$ cat src/rtl/fq_video_pkg.sv
// Shared constants and types for the frame scheduler: raster geometry,
// requester indices, reset positions and the match-timer state encoding.
package fq_video_pkg;

  localparam int H_TOTAL     = 800;
  localparam int V_TOTAL     = 525;
  localparam int COMMIT_LINE = 515;

  localparam int N_REQ       = 5;
  localparam int REQ_T1_VER  = 0;
  localparam int REQ_T1_HOR  = 1;
  localparam int REQ_T2_VER  = 2;
  localparam int REQ_T2_HOR  = 3;
  localparam int REQ_BALL    = 4;

  localparam logic [9:0] RST_VER = 10'd275;
  localparam logic [9:0] RST_HOR = 10'd400;

  typedef enum logic [1:0] {
    ST_IDLE  = 2'd0,
    ST_RUN   = 2'd1,
    ST_PAUSE = 2'd2,
    ST_OVER  = 2'd3
  } timer_state_e;

  typedef struct packed {
    logic [9:0] t1_ver;
    logic [9:0] t1_hor;
    logic [9:0] t2_ver;
    logic [9:0] t2_hor;
    logic [9:0] ball_x;
    logic [9:0] ball_y;
  } pos_set_t;

  localparam pos_set_t RESET_POS = '{
    t1_ver: RST_VER, t1_hor: RST_HOR,
    t2_ver: RST_VER, t2_hor: RST_HOR,
    ball_x: RST_HOR, ball_y: RST_VER
  };

endpackage

$ cat src/rtl/rr_arbiter.sv
// Round-robin arbiter: one-hot grant to the first requester at or after the
// pointer whose request is not masked; pointer moves to granted+1.
module rr_arbiter #(
  parameter int N = 5
) (
  input  logic         clk,
  input  logic         rst,
  input  logic [N-1:0] req,
  input  logic [N-1:0] mask,
  output logic [N-1:0] grant
);

  localparam int PW = (N > 1) ? $clog2(N) : 1;

  logic [PW-1:0] ptr;
  logic [PW-1:0] ptr_nxt;
  logic [PW-1:0] idx;
  logic [PW:0]   sum;
  logic [N-1:0]  eligible;
  logic          found;

  // NOTE: every variable written here gets a default first so no path leaves
  // it unassigned, which would otherwise infer a latch.
  always_comb begin
    grant    = '0;
    ptr_nxt  = ptr;
    found    = 1'b0;
    sum      = '0;
    idx      = '0;
    eligible = req & ~mask;
    for (int k = 0; k < N; k++) begin
      sum = {1'b0, ptr} + (PW+1)'(k);
      idx = (sum >= (PW+1)'(N)) ? PW'(sum - (PW+1)'(N)) : PW'(sum);
      if (!found && eligible[idx]) begin
        found      = 1'b1;
        grant[idx] = 1'b1;
        ptr_nxt    = (idx == PW'(N-1)) ? '0 : idx + PW'(1);
      end
    end
  end

  always_ff @(posedge clk) begin
    if (rst) ptr <= '0;
    else     ptr <= ptr_nxt;
  end

endmodule

$ cat src/rtl/frame_scheduler.sv
// Frame-synchronous game-state update: raster mirror, arbitrated shadow
// writes, commit at the end of the active area, and the match timer.
module frame_scheduler #(
  parameter int FRAMES_PER_SEC = 60,
  parameter int GAME_SECONDS   = 180,
  parameter int H_TOTAL        = fq_video_pkg::H_TOTAL,
  parameter int V_TOTAL        = fq_video_pkg::V_TOTAL,
  parameter int COMMIT_LINE    = fq_video_pkg::COMMIT_LINE
) (
  input  logic         clk,
  input  logic         rst,
  input  logic         vga_clk,
  input  logic         start,
  input  logic         pause,
  input  logic [4:0]   req,
  input  logic [99:0]  req_data,
  output logic [4:0]   ack,
  output logic [9:0]   team1_ver_pos,
  output logic [9:0]   team1_hor_pos,
  output logic [9:0]   team2_ver_pos,
  output logic [9:0]   team2_hor_pos,
  output logic [18:0]  ball_x,
  output logic [18:0]  ball_y,
  output logic [7:0]   left_seconds,
  output logic         frame_tick,
  output logic         game_over
);

  import fq_video_pkg::*;

  localparam int FW = (FRAMES_PER_SEC > 1) ? $clog2(FRAMES_PER_SEC) : 1;
  localparam logic [9:0]    X_LAST   = 10'(H_TOTAL - 1);
  localparam logic [9:0]    Y_LAST   = 10'(V_TOTAL - 1);
  localparam logic [9:0]    Y_COMMIT = 10'(COMMIT_LINE - 1);
  localparam logic [FW-1:0] FC_LAST  = FW'(FRAMES_PER_SEC - 1);
  localparam logic [7:0]    SEC_LOAD = 8'(GAME_SECONDS);

  logic [9:0]    x, y;
  logic          commit, commit_en, restart, timer_run, sec_tick;
  logic [4:0]    grant;
  logic [FW-1:0] frame_cnt;
  pos_set_t      shadow, shadow_wr, committed;
  timer_state_e  state, state_nxt;

  // NOTE: sequential state uses non-blocking assignments so every register
  // samples the pre-edge values of the others.
  always_ff @(posedge clk) begin
    if (rst) begin
      x <= '0;
      y <= '0;
    end else if (vga_clk) begin
      if (x == X_LAST) begin
        x <= '0;
        y <= (y == Y_LAST) ? '0 : y + 10'd1;
      end else begin
        x <= x + 10'd1;
      end
    end
  end

  assign commit = vga_clk && (x == X_LAST) && (y == Y_COMMIT);

  rr_arbiter #(.N(N_REQ)) u_arb (
    .clk   (clk),
    .rst   (rst),
    .req   (req),
    .mask  (ack),
    .grant (grant)
  );

  always_ff @(posedge clk) begin
    if (rst) ack <= '0;
    else     ack <= grant;
  end

  // Shadow with this cycle's grant applied; feeding the commit from here
  // lets a write landing on the commit edge join that frame.
  always_comb begin
    shadow_wr = shadow;
    if (grant[REQ_T1_VER]) shadow_wr.t1_ver = req_data[20*REQ_T1_VER +: 10];
    if (grant[REQ_T1_HOR]) shadow_wr.t1_hor = req_data[20*REQ_T1_HOR +: 10];
    if (grant[REQ_T2_VER]) shadow_wr.t2_ver = req_data[20*REQ_T2_VER +: 10];
    if (grant[REQ_T2_HOR]) shadow_wr.t2_hor = req_data[20*REQ_T2_HOR +: 10];
    if (grant[REQ_BALL]) begin
      shadow_wr.ball_x = req_data[20*REQ_BALL      +: 10];
      shadow_wr.ball_y = req_data[20*REQ_BALL + 10 +: 10];
    end
  end

  // Players carry only a 10-bit position; their upper data bits are don't-care.
  logic unused_req_hi;
  assign unused_req_hi = ^{req_data[19:10], req_data[39:30],
                           req_data[59:50], req_data[79:70]};

  // NOTE: these registers hold the defined starting positions, so unlike a
  // plain storage array they are explicitly reset.
  always_ff @(posedge clk) begin
    if (rst || restart) begin
      shadow    <= RESET_POS;
      committed <= RESET_POS;
    end else begin
      shadow <= shadow_wr;
      if (commit_en) committed <= shadow_wr;
    end
  end

  always_ff @(posedge clk) begin
    if (rst) frame_tick <= 1'b0;
    else     frame_tick <= commit_en;
  end

  assign team1_ver_pos = committed.t1_ver;
  assign team1_hor_pos = committed.t1_hor;
  assign team2_ver_pos = committed.t2_ver;
  assign team2_hor_pos = committed.t2_hor;
  assign ball_x        = {9'd0, committed.ball_x};
  assign ball_y        = {9'd0, committed.ball_y};

  // Match timer: state register, next-state logic, state-decoded outputs.
  always_ff @(posedge clk) begin
    if (rst) state <= ST_IDLE;
    else     state <= state_nxt;
  end

  assign sec_tick = commit && timer_run && (frame_cnt == FC_LAST);

  always_comb begin
    state_nxt = state;
    unique case (state)
      ST_IDLE:  if (start) state_nxt = ST_RUN;
      ST_RUN: begin
        if (pause)                                         state_nxt = ST_PAUSE;
        else if (left_seconds == 8'd0)                     state_nxt = ST_OVER;
        else if (sec_tick && (left_seconds == 8'd1))       state_nxt = ST_OVER;
      end
      ST_PAUSE: if (!pause) state_nxt = ST_RUN;
      ST_OVER:  if (start)  state_nxt = ST_RUN;
      default:  state_nxt = ST_IDLE;
    endcase
  end

  always_comb begin
    game_over = (state == ST_OVER);
    timer_run = (state == ST_RUN) && !pause;
    commit_en = commit && (state != ST_OVER);
    restart   = start && (state == ST_OVER);
  end

  always_ff @(posedge clk) begin
    if (rst || restart) begin
      left_seconds <= SEC_LOAD;
      frame_cnt    <= '0;
    end else if (commit && timer_run) begin
      if (frame_cnt == FC_LAST) begin
        frame_cnt <= '0;
        if (left_seconds != 8'd0) left_seconds <= left_seconds - 8'd1;
      end else begin
        frame_cnt <= frame_cnt + FW'(1);
      end
    end
  end

endmodule

$ cat config.mk
export PLATFORM = sky130hd
export DESIGN_NAME = frame_scheduler
export DESIGN_NICKNAME = d
export VERILOG_FILES = /design/src/rtl/fq_video_pkg.sv /design/src/rtl/rr_arbiter.sv /design/src/rtl/frame_scheduler.sv
export SDC_FILE = /design/constraint.sdc
export NUM_CORES = 1
export LEC_CHECK = 0
export CORE_ASPECT_RATIO = 1.1
export CORE_MARGIN = 2
export CORE_UTILIZATION = 50
export DETAILED_ROUTE_END_ITERATION = 6
export PLACE_DENSITY = 0.89
export SYNTH_ARGS = -nofsm -noshare
export SYNTH_HDL_FRONTEND = slang
export SYNTH_SLANG_ARGS = --single-unit
$ cat constraint.sdc
create_clock -name clk -period 5.2 [get_ports clk]
set_clock_uncertainty 0.15 [all_clocks]
set_input_delay 1.04 -clock clk [delete_from_list [all_inputs] [get_ports clk]]
set_output_delay 1.04 -clock clk [all_outputs]
set_load 0.02 [all_outputs]
==> metrics.yaml <==
logic_synthesis:
  synthArstFlopShare_pct: 0
  synth-warning-count: 0
  postSynthAreaPerCell_um2: 8.89
  synth_cell_types: 77
  synth_edf_count: 0
  synthesis.instances: 913
  syn_area_um2: 8120
  synth_seq_cells: 165
  synth_flop_cell: "dfxtp_1"
  yosysSeqAreaShare_pct: 40.7
cts:
  htreeDepth: 4
  path_clk_slew_ns: 0.06
  cts_hold_buffers: 0
  clock_latency_ns: 0.42
  root_buffer: "clkbuf_16"
  cts.sinks: 165
  cts_tree: "done"
  numCtsBuffers: 17
  clock_path_buffers: 2
setup_path:
  crit_path_frequent_cell: "mux2i_1"
  path_cells: "inv_1 -> ha_1 -> and2_1 -> a21o_1 -> mux2i_1 -> o32ai_2 -> nor2_1 -> nand4_1 -> o211ai_4 -> mux2i_1 -> a21oi_1"
  arrival_ns: 4.78
  cp_max_fo: 22
  cp_data_required_time_ns: 5.33
  crit_slowest_cell: "dfxtp_1"
  r2r_cells: 11
  r2r_start: "u_arb.ptr[2]"
  path_buf_inv: 1
  worstSetupPathType: "flop to flop"
  r2r_slack_ns: 0.56
  cp-end-kind: "flop"
  cp-start-kind: "flop"
  path_delay_family: "simple AND/OR/NAND/NOR gates"
  cpPeakStageDelay_ns: 0.80
  crit-reg2reg-capture: "team2_ver_pos[6]"
timing:
  setup_tns_ns: 0
  fmax_mhz: 215
  grt_setup_unrepaired: "no"
  fin_crit_sh_pct: 89.3
  final_max_slew_viol_count: 0
  fin_hold_ws_ns: 0.317
  hold_viol_final: 0
  slew_headroom_pct: 40.3
  setup_viol: 0
  min_period_ns: 4.64
  worst_pin_slew_ns: 0.896
cells_and_area:
  seqCellArea_um2: 3300
  multi_input_area_um2: 4410
  nNetsFinal: 1170
  fillers: 1195
  drive_gt1_share_pct: 7.17
  area_delta_synth_final_pct: 25.9
  antennaDiodeCount: 0
worst_hold_path:
  hold_start: "shadow[27]"
  hold-path-cell-count: 1
  hold_class: "flop to flop"
  hold_end: "shadow[27]"
detailed_routing:
  vias: 7332
  drc: 0
  viasPerCell: 5.88
  wire_per_inst_um: 17.5
  drt-total-wl_mm: 21.8
  drtAntennaViolNets: 0
  firstDrtPassIters: 5
  drt_iter0_markers: 575
job:
  drv_cap: 0
status:
  status: "complete, no violations"
global_route:
  first_global_vias: 7076
  overflow: 0
  globalRouteTotalUtil_pct: 24.8
  grt_max_degree: 100
  antenna_found_initial: 0
  grt_pass1_wl_mm: 34.7
die:
  chipHeight_um: 138
  start_util_pct: 51.4
  die-area_um2: 17300
  placementRows: 48
  io_pins: 203
  die_w_um: 125
  core_um2: 15800
power:
  power.density_nw_per_um2: 559
  p_total_w: 0.00571
  vdd_drop_max_mv: 0.373
  leakage_nw: 4.05
placed_design:
  post-dp-hpwl_mm: 14.9
  io_buffers: 144
  place.gp.congestion: 0.938
[how the worst max path moves through the flow]
stage	slack, ns	to	startpoint	cells after the start
finish	0.56	team2_ver_pos[6]	u_arb.ptr[2]	11
global route	0.14	ball_x[8]	u_arb.ptr[2]	10
CTS	0.49	team2_ver_pos[5]	u_arb.ptr[2]	11
detailed placement	0.48	team2_ver_pos[5]	req[1]	10
global placement	0.57	team1_hor_pos[9]	req[1]	10
floorplan	1.17	team2_hor_pos[4]	u_arb.ptr[0]	17
[cells in the mapped netlist (all sizes together), types with 17 or more instances]
cell type  number  area share, %
o21ai          72            4.4
ha             26            4.0
clkbuf         36            1.7
a21oi          59            3.7
nor3           23            1.6
a211oi         17            1.6
nand3          22            1.4
dfxtp         165             41
inv            25            1.2
a211o          18            1.9
nand2          36            1.7
mux2i          47            5.8
nor2          117            5.5
xor2           20            2.2
buf            38            3.3
[sequential cells by signal, indices dropped and copies added, names as in the netlist]
name	cells
state	2
ack	5
left_seconds	8
team1_ver_pos	10
ball_y	10
ball_x	10
y	10
x	10
team2_ver_pos	10
frame_cnt	6
shadow	60
u_arb.ptr	3
team1_hor_pos	10
frame_tick	1
team2_hor_pos	10
[cell type report]
type	count	share of cell area, %
multi-input cells	666	43.1
well taps	200	2.45
repair buffers	158	15.1
clock buffers	19	4.34
flip-flops and latches	165	32.3
inverters	25	0.918
clock inverters	13	1.69
[report_power, final]
| part | internal [W] | switching (W) |
|---|---|---|
| Clock | 0.000778 | 0.000533 |
| Combinational | 0.00111 | 0.00176 |
| Sequential | 0.00146 | 0.0000721 |
[per-stage QoR]
step	cell area (µm²)	std cells	worst slack [ns]	utilization, %
floorplan	8180	930	1.17	-
global placement	9590	1214	0.566	60.7
detailed placement	9590	1214	0.483	60.7
CTS	10200	1246	0.489	64.6
global route	10200	1246	0.143	64.7
finish	10200	1246	0.556	64.7
[layout by cell type (no fill, tap or decap), types with 13 or more instances in the layout]
master / synthesis / layout
o21ai_1: 15 / 15
nor3_1: 21 / 21
a21oi_1: 57 / 56
a211o_1: 18 / 18
conb_1: 1 / 18
a211oi_1: 17 / 17
inv_1: 24 / 24
mux2i_1: 47 / 47
nand3_1: 22 / 22
nand2b_1: 13 / 13
o21ai_0: 57 / 57
dfxtp_1: 165 / 165
buf_4: 24 / 14
nor2_1: 116 / 115
xor2_1: 20 / 20
nand4_1: 14 / 14
clkdlybuf4s50_1: 0 / 144
nand2_1: 36 / 36
clkbuf_16: 0 / 17
ha_1: 26 / 26
[routing by layer]
metal | GRT usage, % | vias to the layer above | routed length, µm
met1 | 28.9 | 3467 | 8730
met2 | 41.7 | 294 | 10500
met5 | 0 | - | 0
li1 | - | 3520 | -
met3 | 8.93 | 51 | 1920
met4 | 10.1 | 0 | 597
[repair_timing]
item                                    4_1_cts  5_1_grt
buffers inserted                              0        0
endpoints found under the setup margin        0        1
resized for setup                             0        1
[logic make-up after synthesis]
logic type | share of synthesized area, %
xor+xnor | 3.24
buf+inv | 6.14
simple gates | 18.7
other cells | 0.0462
compound gates | 20.8
mux | 6.21
flops | 40.7
fa+ha+maj | 4.25
Power figures use the tool's default switching activity.
